File: src/rtl/adder_share_arbiter.sv
// Round-robin front end that time-shares one external combinational adder
// among NUM_REQ requesters through a two-register pipeline (operands, then sum).
module adder_share_arbiter #(
  parameter int NUM_REQ = 4,
  parameter int WIDTH   = 32,
  parameter int IDW     = 2
) (
  input  logic                       clk,
  input  logic                       rst,
  input  logic [NUM_REQ-1:0]         req_valid,
  output logic [NUM_REQ-1:0]         req_ready,
  input  logic [NUM_REQ*WIDTH-1:0]   req_a,
  input  logic [NUM_REQ*WIDTH-1:0]   req_b,
  output logic [WIDTH-1:0]           add_a,
  output logic [WIDTH-1:0]           add_b,
  input  logic [WIDTH:0]             add_s,
  output logic                       rsp_valid,
  input  logic                       rsp_ready,
  output logic [IDW-1:0]             rsp_id,
  output logic [WIDTH:0]             rsp_sum,
  output logic                       busy
);

  logic [WIDTH-1:0] op_a [NUM_REQ];
  logic [WIDTH-1:0] op_b [NUM_REQ];

  for (genvar g = 0; g < NUM_REQ; g++) begin : g_unpack
    assign op_a[g] = req_a[g*WIDTH +: WIDTH];
    assign op_b[g] = req_b[g*WIDTH +: WIDTH];
  end

  logic             vld_p1;
  logic [WIDTH-1:0] a_p1;
  logic [WIDTH-1:0] b_p1;
  logic [IDW-1:0]   id_p1;
  logic             vld_p2;
  logic [WIDTH:0]   sum_p2;
  logic [IDW-1:0]   id_p2;
  logic [IDW-1:0]   rr_ptr;

  logic             s2_load;
  logic             s1_free;
  logic             gnt_any;
  logic [IDW-1:0]   gnt_idx;
  logic [WIDTH-1:0] sel_a;
  logic [WIDTH-1:0] sel_b;
  logic             accept;
  logic [IDW-1:0]   ptr_next;

  assign s2_load = vld_p1 & (~vld_p2 | rsp_ready);
  assign s1_free = ~vld_p1 | s2_load;

  // First valid requester at or after rr_ptr, wrapping around.
  always_comb begin
    int j;
    logic [IDW-1:0] jj;
    gnt_any = 1'b0;
    gnt_idx = '0;
    sel_a   = '0;
    sel_b   = '0;
    j       = 0;
    jj      = '0;
    for (int k = 0; k < NUM_REQ; k++) begin
      j = int'(rr_ptr) + k;
      if (j >= NUM_REQ) j = j - NUM_REQ;
      jj = IDW'(j);
      if (!gnt_any && req_valid[jj]) begin
        gnt_any = 1'b1;
        gnt_idx = jj;
        sel_a   = op_a[jj];
        sel_b   = op_b[jj];
      end
    end
  end

  // Gating with rst keeps req_ready low while reset is held asynchronously.
  assign accept   = gnt_any & s1_free & ~rst;
  assign ptr_next = (gnt_idx == IDW'(NUM_REQ-1)) ? '0 : gnt_idx + 1'b1;

  always_comb begin
    req_ready = '0;
    if (accept) req_ready[gnt_idx] = 1'b1;
  end

  // Stage 1: operand capture feeding the shared adder
  always_ff @(posedge clk or posedge rst) begin
    if (rst) begin
      vld_p1 <= 1'b0;
      a_p1   <= '0;
      b_p1   <= '0;
      id_p1  <= '0;
      rr_ptr <= '0;
    end else if (accept) begin
      vld_p1 <= 1'b1;
      a_p1   <= sel_a;
      b_p1   <= sel_b;
      id_p1  <= gnt_idx;
      rr_ptr <= ptr_next;
    end else if (s2_load) begin
      vld_p1 <= 1'b0;
    end
  end

  // Stage 2: registered sum presented to the consumer
  always_ff @(posedge clk or posedge rst) begin
    if (rst) begin
      vld_p2 <= 1'b0;
      sum_p2 <= '0;
      id_p2  <= '0;
    end else if (s2_load) begin
      vld_p2 <= 1'b1;
      sum_p2 <= add_s;
      id_p2  <= id_p1;
    end else if (rsp_ready) begin
      vld_p2 <= 1'b0;
    end
  end

  assign add_a     = a_p1;
  assign add_b     = b_p1;
  assign rsp_valid = vld_p2;
  assign rsp_sum   = sum_p2;
  assign rsp_id    = id_p2;
  assign busy      = vld_p1 | vld_p2;

endmodule

File: config.mk
export PLATFORM = sky130hd
export DESIGN_NAME = adder_share_arbiter
export DESIGN_NICKNAME = d
export VERILOG_FILES = /design/src/rtl/adder_share_arbiter.sv
export SDC_FILE = /design/constraint.sdc
export NUM_CORES = 1
export LEC_CHECK = 0
export CAP_MARGIN = 10
export CORE_MARGIN = 8
export CORE_UTILIZATION = 48
export DETAILED_ROUTE_END_ITERATION = 8
export PLACE_DENSITY = 0.88
export REMOVE_ABC_BUFFERS = 1
export SYNTH_ARGS = -nofsm -noshare
export SYNTH_HDL_FRONTEND = slang
export SYNTH_SLANG_ARGS = --single-unit
File: constraint.sdc
create_clock -name clk -period 4.4 [get_ports clk]
set_input_delay 0.88 -clock clk [delete_from_list [all_inputs] [get_ports clk]]
set_output_delay 0.88 -clock clk [all_outputs]
set_load 0.005 [all_outputs]
======== Word level (Yosys, flattened, before mapping) ========
Cells that the tools add are included.
storage, ports and cells
  register bits after elaboration ......... 105
cells by class
  bitwise gates (word level) .............. 13
  order comparisons ....................... 14
  $add $sub $neg .......................... 8
  mux-type cells .......................... 60
  reductions and logical operators ........ 9
  equality and inequality tests ........... 1
operators by type and width
  kind                 number
  $mux 32              24
  $bmux 32 s2          8
  $ge 3x3->1 const B   7
  $mux 2               9
  $lt 2x3->1 const B   5
  $mux 1               13
  $not 2->3            4
  $bmux 1 s2           4
  $sub 2x1->2 const B  4
  $add 2x2->3 const B  2
  $logic_and 1x1->1    4
  $mux 4               1
  $reduce_bool 2->1    2
  $add 2x1->3 const B  1
  $and 1x1->1          3
  $ge 2x3->1 const B   1
  $logic_not 1->1      3
  $not 1->1            3
  $or 1x1->1           3
  $add 2x1->2 const B  1
  $demux 1 s2          1
  $eq 2x2->1 const B   1
  $ge 2x1->1 const B   1

======== Logic depth before layout (Yosys ltp) ========
Gate-level depths: netlist (run 1).
  word-level depth ........................ 19
  mapped depth ............................ 10
  mapped depth without buffers ............ 7

======== Worst setup path after synthesis (run 1) ========
OpenSTA, ideal clock, no wires.
  path type ............................... input to output
  start ................................... input req_valid[3]
  end ..................................... output req_ready[0]
  arrival time ............................ 2097 ps
  path slack .............................. 1423 ps
  stages .................................. 8
  buffers on the path ..................... 1
  path through ............................ buf_2 nor2b_1 o21bai_1 a221o_1 nor2_1 inv_1 ha_1 and2_1
on the way
  word-level cells in the longest chain between the ends .. 17
ends and longest elaborated chain
  what                                                                   RTL line  text
  from (decl)                                                            10        input logic [NUM_REQ-1:0] req_valid,
  $bmux 1 s2                                                             67        if (!gnt_any && req_valid[jj]) begin
  $mux 1 (implied by the code)                                           67
  $mux 1                                                                 67
  $logic_not 1->1                                                        67
  $logic_and 1x1->1                                                      67
  $mux 1                                                                 67
  $logic_not 1->1                                                        67
  $logic_and 1x1->1                                                      67
  (+2 left out)                                                          n/a
  $logic_and 1x1->1                                                      67
  $mux 2 *                                                               67
  via gnt_idx[0]                                                         44        logic [IDW-1:0] gnt_idx;
  $lt 2x3->1 (implied by the code) / $ge 2x1->1 (equally long branches)  82        if (accept) req_ready[gnt_idx] = 1'b1;
  $logic_and 1x1->1 (implied by the code)                                82
  $mux 1 (implied by the code)                                           82
  $demux 1 s2 *                                                          82
  $mux 4 *                                                               82
  to (decl)                                                              11        output logic [NUM_REQ-1:0] req_ready,
The timed path passes the listed nets; every way through them passes the cells marked *. The select of a mux whose other input is x is not followed.

======== Worst setup path after layout (run 1) ========
  start ................................... input req_valid[2]
  end ..................................... output req_ready[2]
The elaborated chain is that of the path after synthesis.

==> results of run 1 <==
where the power goes:
group          internal (mW)  switching [mW]  leakage, nW
logic                   3.00            2.80         5.37
clock network          0.415           0.424        0.146
registers               1.32           0.247         1.28
layer usage:
layer,part of all wire (%),GRT usage (%),up-vias
li1,-,-,5142
met1,40,32.37,5708
met2,49,43.91,491
met3,6.8,5.032,81
met4,3.4,10.51,2
met5,0.032,0,-
layout by cell type, fill, tap and decap left out, types with 2 or more instances in the layout:
cell             count
or2_2                2
and2_1               4
mux2i_1            383
inv_1                3
dfrtp_4              2
nor2b_1              2
nand4b_1             2
o21ai_0              2
nor3_4               2
o22ai_1              2
nand2b_1             6
nor2_1               5
mux2_2              37
clkdlybuf4s50_1    400
dfrtp_1            103
nand2_1            132
ha_1                 4
and4b_1              2
clkbuf_16            9
o211ai_1            22
a21oi_1             64
buf_12               3
o211ai_2            40
or4bb_1              2
o21bai_1             2
mux4_2              63
o221ai_1            63
diode_2              4
buf_4               21
inv_8                2
nand3b_1            63
layout make-up:
cell class              instances  area (um^2)
diodes                          4        10.01
well taps                     324        405.4
multi-input cells             927         8685
repair buffers                424         4222
flip-flops and latches        105         2635
clock inverters                 6        60.06
clock buffers                  10        239.0
inverters                       4        17.52
fillers                      1921         8118
state kept, by name, summed over array words and instances, names as in the netlist:
name	flops
rsp_valid	1
rr_ptr	2
add_a	32
vld_p1	1
add_b	32
rsp_sum	33
rsp_id	2
id_p1	2
worst reg2reg max path, cell delays in order (launching register included):
cell and delay (ns):
dfrtp_4 0.48, buf_12 0.71, buf_4 1.06, mux4_2 0.49
nand2_1 0.08, o221ai_1 0.11, a21oi_1 0.19, o211ai_1 0.10
worst max-delay path by stage:
stage	from	endpoint	depth (start not counted)
finish	req_valid[2]	req_ready[2]	9
global route	req_valid[2]	req_ready[2]	9
CTS	req_valid[2]	req_ready[0]	9
detailed placement	req_valid[2]	req_ready[0]	9
global placement	req_valid[3]	req_ready[0]	9
floorplan	rr_ptr[1]$_DFFE_PP0P_	add_b[0]$_DFFE_PP0P_	5
cell families after synthesis:
group	after synthesis	synth area share [%]
AOI/OAI and AO/OA	207	14.07
buffers and inverters	125	5.612
muxes	483	47.44
adders and majority gates	4	0.4188
DFF	105	21.99
and+or+nand+nor	233	10.47
per-stage QoR:
step,hold slack (ns),TNS (ns)
6_report,0.4888,0
3_5_place_dp,0.4717,0
5_1_grt,0.5084,0
4_1_cts,0.4901,0
2_1_floorplan,0.4455,-595.79
3_3_place_gp,0.4640,0
==> flow_metrics.tcl, run 1 <==
set metrics [dict create \
    postPlaceCellArea_um2 15960 \
    clock_path_buffers 2 \
    track_usage_pct 26.10 \
    path_cells "clkdlybuf4s50_1 -> nand2b_1 -> a21oi_1 -> a221o_1 -> nor2_1 -> inv_1 -> ha_1 -> and2_1 -> clkdlybuf4s50_1" \
    first_iter_violations 879 \
    ant_nets 0 \
    cts.hold.buffers_added 0 \
    cpMostUsedCell "clkdlybuf4s50_1" \
    die_w_um 173.8 \
    worst_pin_slew_ns 1.060 \
    syn2layout_area_growth_pct 36.17 \
    synth.most_common_cell "mux2i_1" \
    critPathSlowestCell "clkdlybuf4s50_1" \
    io_pins 401 \
    worst_setup_path_start_kind "primary input" \
    gp_congestion 0.8200 \
    min_to "id_p1[0]$_DFFE_PP0P_" \
    power_density_nw_per_um2 504.5 \
    relSlewSlack_pct 29.35 \
    rsz0062_at_grt "no" \
    endpoint_kind "primary output" \
    yosys-top-cells-area "mux2i_1 (32%), dfrtp_1 (22%), mux4_2 (12%)" \
    synth-edff-count 0 \
    drive_gt1_share_pct 13.21 \
    via_per_inst 6.333 \
    async_reset_ff_share_pct 100.0 \
    rows 57 \
    min_path_type "register to register" \
    fin_ws_ns 0.4070 \
    fin_util_pct 66.72 \
    ys_seq_elements 105 \
    wl_per_cell_um 22.87 \
    ys_seq_area_share_pct 21.99 \
    slew_violations 0 \
    setup_violations 0 \
    synth_common_cells "mux2i_1 (383), nand2_1 (132), dfrtp_1 (105)" \
    worstSkewPairLatency_ns 0.36 \
    min_period_over_period_pct 90.75 \
    synth_cells 1157 \
    outcome "completed" \
    r2r_end "add_b[10]$_DFFE_PP0P_" \
    antenna_found_initial 5 \
    whs_path_depth 1 \
    drc 0 \
    dp.cells 1784 \
    fp.dieH_um 173.8 \
    cts.sinks 105 \
    grt_pass1_vias 11720 \
    final_cell_area_um2 16270 \
    drt_pass1_iterations 5 \
    power_mw 8.210 \
    synth.cell_area_um2 11950 \
    fin_crit_ns 3.993 \
    vias 11420 \
    cts_buffers 9 \
    path_clk_slew_ns 0.08 \
    cp.arrival_ns 3.11 \
    grt_pass1_wl_mm 64.84 \
    required_ns 3.52 \
    tritoncts "built" \
    reg2reg_depth 7 \
    hold_violations 0 \
    regToRegStartpoint "rr_ptr[1]$_DFFE_PP0P_" \
    grt_overflow_total 0 \
    ff2ff_setup_slack_ns 1.04 \
    yosysUniqueCellTypes 51 \
    finClkSkew_ns 0.01499 \
    instances_no_fill 1804 \
    wirelength_mm 41.25 \
    max-vdd-ir-drop_uv 507.3 \
    synth_top_area_share_pct 32.08 \
    cp.buffers_inverters 3 \
    nets 1771 \
    grt_max_degree 156 \
    hold_start "id_p1[0]$_DFFE_PP0P_" \
    initial_core_util_pct 48.99 \
    crit_family "buffers and inverters" \
    crit_type "primary input to primary output" \
    synth.avg_cell_area_um2 10.33 \
    leakage_nw 6.797 \
    synth_top_cell_by_area "mux2i_1" \
    ys.flop_type "dfrtp_1" \
    cp_max_fo 12 \
    cts_resized 0 \
    max_stage_delay_ns 0.61 \
    port_buffers 400 \
    max_freq_mhz 250.4 \
    cts-root-buf "clkbuf_16" \
    yosys_warnings 0 \
    dp_hpwl_mm 29.65 \
    ctsHtreeMaxLevel 3 \
    die_area_um2 30200 \
    cap_viol_max_count 0 \
    pre_cts_ws_ns 0.3957 \
    cts_setup_buffers 0 \
    core_area_um2 24390 \
]
No activity file was read; power rests on OpenSTA's default activity.
==> run 2: changes to the inputs <==
Settings changed: CORE_UTILIZATION 48 to 50, PLACE_DENSITY 0.88 to 0.91.
Clock period 4.4 ns to 4.83 ns, I/O delays scaled along.
==> flow_metrics.tcl, run 2 (synthesis gave the netlist of run 1 again) <==
set metrics [dict create \
    outcome "completed" \
    final_common_cell "clkdlybuf4s50_1" \
    grt_pass1_wl_mm 65.38 \
    rows 56 \
    cts.hold.buffers_added 0 \
    vias 11590 \
    port_buffers 400 \
    crit_type "primary input to primary output" \
    wirelength_mm 42.60 \
    slew_violations 0 \
    relSlewSlack_pct 19.00 \
    fin_util_pct 69.17 \
    nets 1766 \
    via_per_inst 6.470 \
    die_w_um 170.6 \
    ctsHtreeMaxLevel 3 \
    fin_tns_setup_ns 0 \
    grt_overflow_total 0 \
    fin_crit_ns 4.206 \
    cts.sinks 105 \
    drive_gt1_share_pct 12.85 \
    setup_violations 0 \
    cts_resized 0 \
    first_iter_violations 933 \
    worst_pin_slew_ns 1.215 \
    grt.met3_usage_pct 5.462 \
    cts-root-buf "clkbuf_16" \
    leakage_nw 6.778 \
    path_clk_slew_ns 0.08 \
    antenna_found_initial 4 \
    max_freq_mhz 237.7 \
    finClkSkew_ns 0.01201 \
    final_cell_area_um2 16240 \
    endpoint_kind "primary output" \
    wl_per_cell_um 23.77 \
    fp.dieH_um 170.6 \
    worst_setup_path_start_kind "primary input" \
    grt_max_degree 119 \
    io_pins 401 \
    drc 0 \
    clock_path_buffers 2 \
    rsz0062_at_grt "no" \
    drt_pass1_iterations 5 \
    syn2layout_area_growth_pct 35.87 \
    top_usage_layer "met2" \
    hold_slack_ns 0.4854 \
    required_ns 3.86 \
    n_fill_cell 1699 \
    regToRegStartpoint "rr_ptr[1]$_DFFE_PP0P_" \
    largest_reg_flops 33 \
    track_usage_pct 27.89 \
    tritoncts "built" \
    use_met1_pct 32.40 \
    min_path_type "register to register" \
    cts_setup_buffers 0 \
    use_met2_pct 48.49 \
    power_mw 7.519 \
    cp.arrival_ns 3.24 \
    grt_pass1_vias 12090 \
    hold_start "add_a[18]$_DFFE_PP0P_" \
    gp_congestion 0.8551 \
    cap_viol_max_count 0 \
    final_cell_mix "clkdlybuf4s50_1 (400), mux2i_1 (383), nand2_1 (132), dfrtp_1 (103), a21oi_1 (64)" \
    initial_core_util_pct 50.91 \
    cts_buffers 9 \
    power_density_nw_per_um2 463.1 \
    postPlaceCellArea_um2 15950 \
    min_period_over_period_pct 87.09 \
    max-vdd-ir-drop_uv 463.3 \
    worstSkewPairLatency_ns 0.36 \
    startpoint "req_valid[2]" \
    die_area_um2 29100 \
    ant_nets 0 \
    dp_hpwl_mm 30.37 \
    cp_max_fo 12 \
    core_area_um2 23470 \
    hold_violations 0 \
]
==> run 2: path summary, 6_finish.rpt <==
| path | cells past startpoint | endpoint | slack [ns] |
|---|---|---|---|
| worst min register to register | 2 | add_a[18]$_DFFE_PP0P_ | 0.49 |
| worst max-delay path | 7 | req_ready[0] | 0.62 |
| max in group asynchronous | 3 | add_b[8]$_DFFE_PP0P_ | 2.74 |
| min in group asynchronous | 2 | rsp_id[1]$_DFFE_PP0P_ | 1.32 |
| worst min-delay path | 2 | add_a[18]$_DFFE_PP0P_ | 0.49 |
| worst max register to register | 7 | add_b[20]$_DFFE_PP0P_ | 0.96 |
==> run 2: final cells by class <==
type	instances	area [um^2]	area share, %
Multi-Input combinational cell	927	8685	53.49
Clock buffer	10	229.0	1.410
Timing Repair Buffer	419	4209	25.92
Tap cell	319	399.1	2.458
Antenna cell	2	5.005	0.03082
Clock inverter	6	57.56	0.3545
Sequential cell	105	2635	16.23
Inverter	4	17.52	0.1079
==> run 2: through the flow <==
stage	setup WS (ns)	cells
floorplan	-8.090	1036
global placement	0.7117	1774
detailed placement	0.6550	1774
CTS	0.6410	1790
global route	0.4642	1791
finish	0.6235	1792
==> run 2: metal layers <==
layer | part of all wire, % | up-vias
met1 | 37 | 5781
met4 | 4.6 | 6
met5 | 0.070 | -
li1 | - | 5130
met3 | 7.9 | 115
met2 | 50 | 562
==> run 2: critical path, cell delays in order <==
cell             delay, ns
clkdlybuf4s50_1       0.71
nor2_1                0.12
a221oi_1              0.51
inv_1                 0.14
ha_1                  0.21
and2_1                0.14
clkdlybuf4s50_1       0.44
==> run 2: power by group <==
part,switching (mW),leakage (nW),internal (mW)
Sequential,0.270,1.28,1.20
Combinational,2.56,5.35,2.74
Clock,0.388,0.142,0.365
==> run 3: changes to the inputs <==
Settings changed: CORE_UTILIZATION 50 to 48, PLACE_DENSITY 0.91 to 0.88.
Clock period 4.83 ns to 4.1 ns, I/O delays scaled along.
==> flow_metrics.tcl, run 3 (synthesis gave the netlist of run 1 again) <==
set metrics [dict create \
    drt_pass1_iterations 6 \
    slew_violations 0 \
    hold_violations 0 \
    cts_buffers 9 \
    initial_core_util_pct 48.99 \
    cp_max_fo 4 \
    clock_path_buffers 2 \
    worst_pin_slew_ns 1.229 \
    fin_util_pct 66.86 \
    wl_per_cell_um 22.96 \
    power_mw 8.866 \
    regToRegStartpoint "rr_ptr[1]$_DFFE_PP0P_" \
    leakage_nw 6.803 \
    path_clk_slew_ns 0.08 \
    cts-root-buf "clkbuf_16" \
    syn2layout_area_growth_pct 36.46 \
    max-vdd-ir-drop_uv 810.3 \
    rows 57 \
    fin_crit_ns 3.810 \
    whs_path_depth 1 \
    tritoncts "built" \
    fp.dieH_um 173.8 \
    wirelength_mm 41.45 \
    worst_setup_path_start_kind "primary input" \
    port_buffers 400 \
    rsz0062_at_grt "no" \
    finClkSkew_ns 0.01019 \
    startpoint "req_valid[3]" \
    grt_max_degree 185 \
    ctsHtreeMaxLevel 3 \
    cap_viol_max_count 0 \
    grt_pass1_wl_mm 65.01 \
    antenna_found_initial 6 \
    worstSkewPairLatency_ns 0.36 \
    die_w_um 173.8 \
    max_freq_mhz 262.5 \
    drive_gt1_share_pct 13.28 \
    reg2reg_depth 7 \
    min_period_over_period_pct 92.92 \
    io_pins 401 \
    via_per_inst 6.348 \
    cp.arrival_ns 2.99 \
    vias 11460 \
    track_usage_pct 26.22 \
    largest_reg_flops 33 \
    relSlewSlack_pct 18.09 \
    setup_violations 0 \
    drc 0 \
    ant_nets 0 \
    required_ns 3.28 \
    outcome "completed" \
    first_iter_violations 807 \
    final_cell_mix "clkdlybuf4s50_1 (400), mux2i_1 (383), nand2_1 (132), dfrtp_1 (103), a21oi_1 (64)" \
    dp_hpwl_mm 29.28 \
    power_density_nw_per_um2 543.7 \
    cts_setup_buffers 0 \
    final_common_cell "clkdlybuf4s50_1" \
    core_area_um2 24390 \
    grt_pass1_vias 11710 \
    crit_type "primary input to primary output" \
    gp_congestion 0.8355 \
    endpoint_kind "primary output" \
    min_path_type "register to register" \
    grt_overflow_total 0 \
    hold_start "id_p1[0]$_DFFE_PP0P_" \
    nets 1772 \
    cts.sinks 105 \
    die_area_um2 30200 \
]
run 3: what timing repair did:
| action | 4_1_cts | 5_1_grt |
|---|---|---|
| endpoints found under the setup margin | 0 | 2 |
| gates resized for setup | 0 | 1 |
| hold buffers | 0 | 0 |
run 3: per-layer routing:
metal,part of all wire (%),track usage (%),vias to the layer above
met5,0.027,0,-
met4,4.0,11.93,2
met3,8.2,5.772,95
met2,49,43.80,557
met1,39,31.80,5662
li1,-,-,5142
run 3: final cells by class:
class                      instances  area, um^2
inverter                           4       17.52
tap                              324       405.4
fill                            1897        8084
antenna                            5       12.51
timing repair buffer             425        4242
multi-input combinational        927        8691
clock inverter                     6       78.83
clock buffer                       9       225.2
sequential                       105        2635
run 3: worst paths after layout:
path / end / slack (ns)
setup / recovery: req_ready[2] / 0.29
hold / removal: id_p1[0]$_DFFE_PP0P_ / 0.49
setup reg to reg: add_b[11]$_DFFE_PP0P_ / 0.93
hold reg to reg: id_p1[0]$_DFFE_PP0P_ / 0.49
max in group asynchronous: rr_ptr[1]$_DFFE_PP0P_ / 2.12
min in group asynchronous: rsp_id[0]$_DFFE_PP0P_ / 1.06
run 3: per-stage QoR:
step	worst slack [ns]	cells	cell area (um^2)	hold WS [ns]	TNS (ns)
6_report	0.2901	1805	16310	0.4873	0
5_1_grt	0.1514	1805	16310	0.5153	0
4_1_cts	0.2102	1800	16290	0.4952	0
3_5_place_dp	0.2051	1785	15980	0.4734	0
3_3_place_gp	0.2729	1785	15980	0.4604	0
2_1_floorplan	-8.820	1036	11290	0.4455	-617.15
run 3: power breakdown:
part           internal, mW  switching, mW  leakage [nW]
Combinational          3.24           3.03          5.38
Clock                 0.480          0.447         0.141
Sequential             1.41          0.252          1.28
Total                  5.13           3.73          6.80
run 3: critical path: stages:
cell             delay [ns]
clkdlybuf4s50_1        0.54
nor2b_1                0.08
o21bai_1               0.15
a221o_1                0.30
nor2_1                 0.22
inv_1                  0.11
ha_1                   0.19
and2_1                 0.12
clkdlybuf4s50_1        0.45
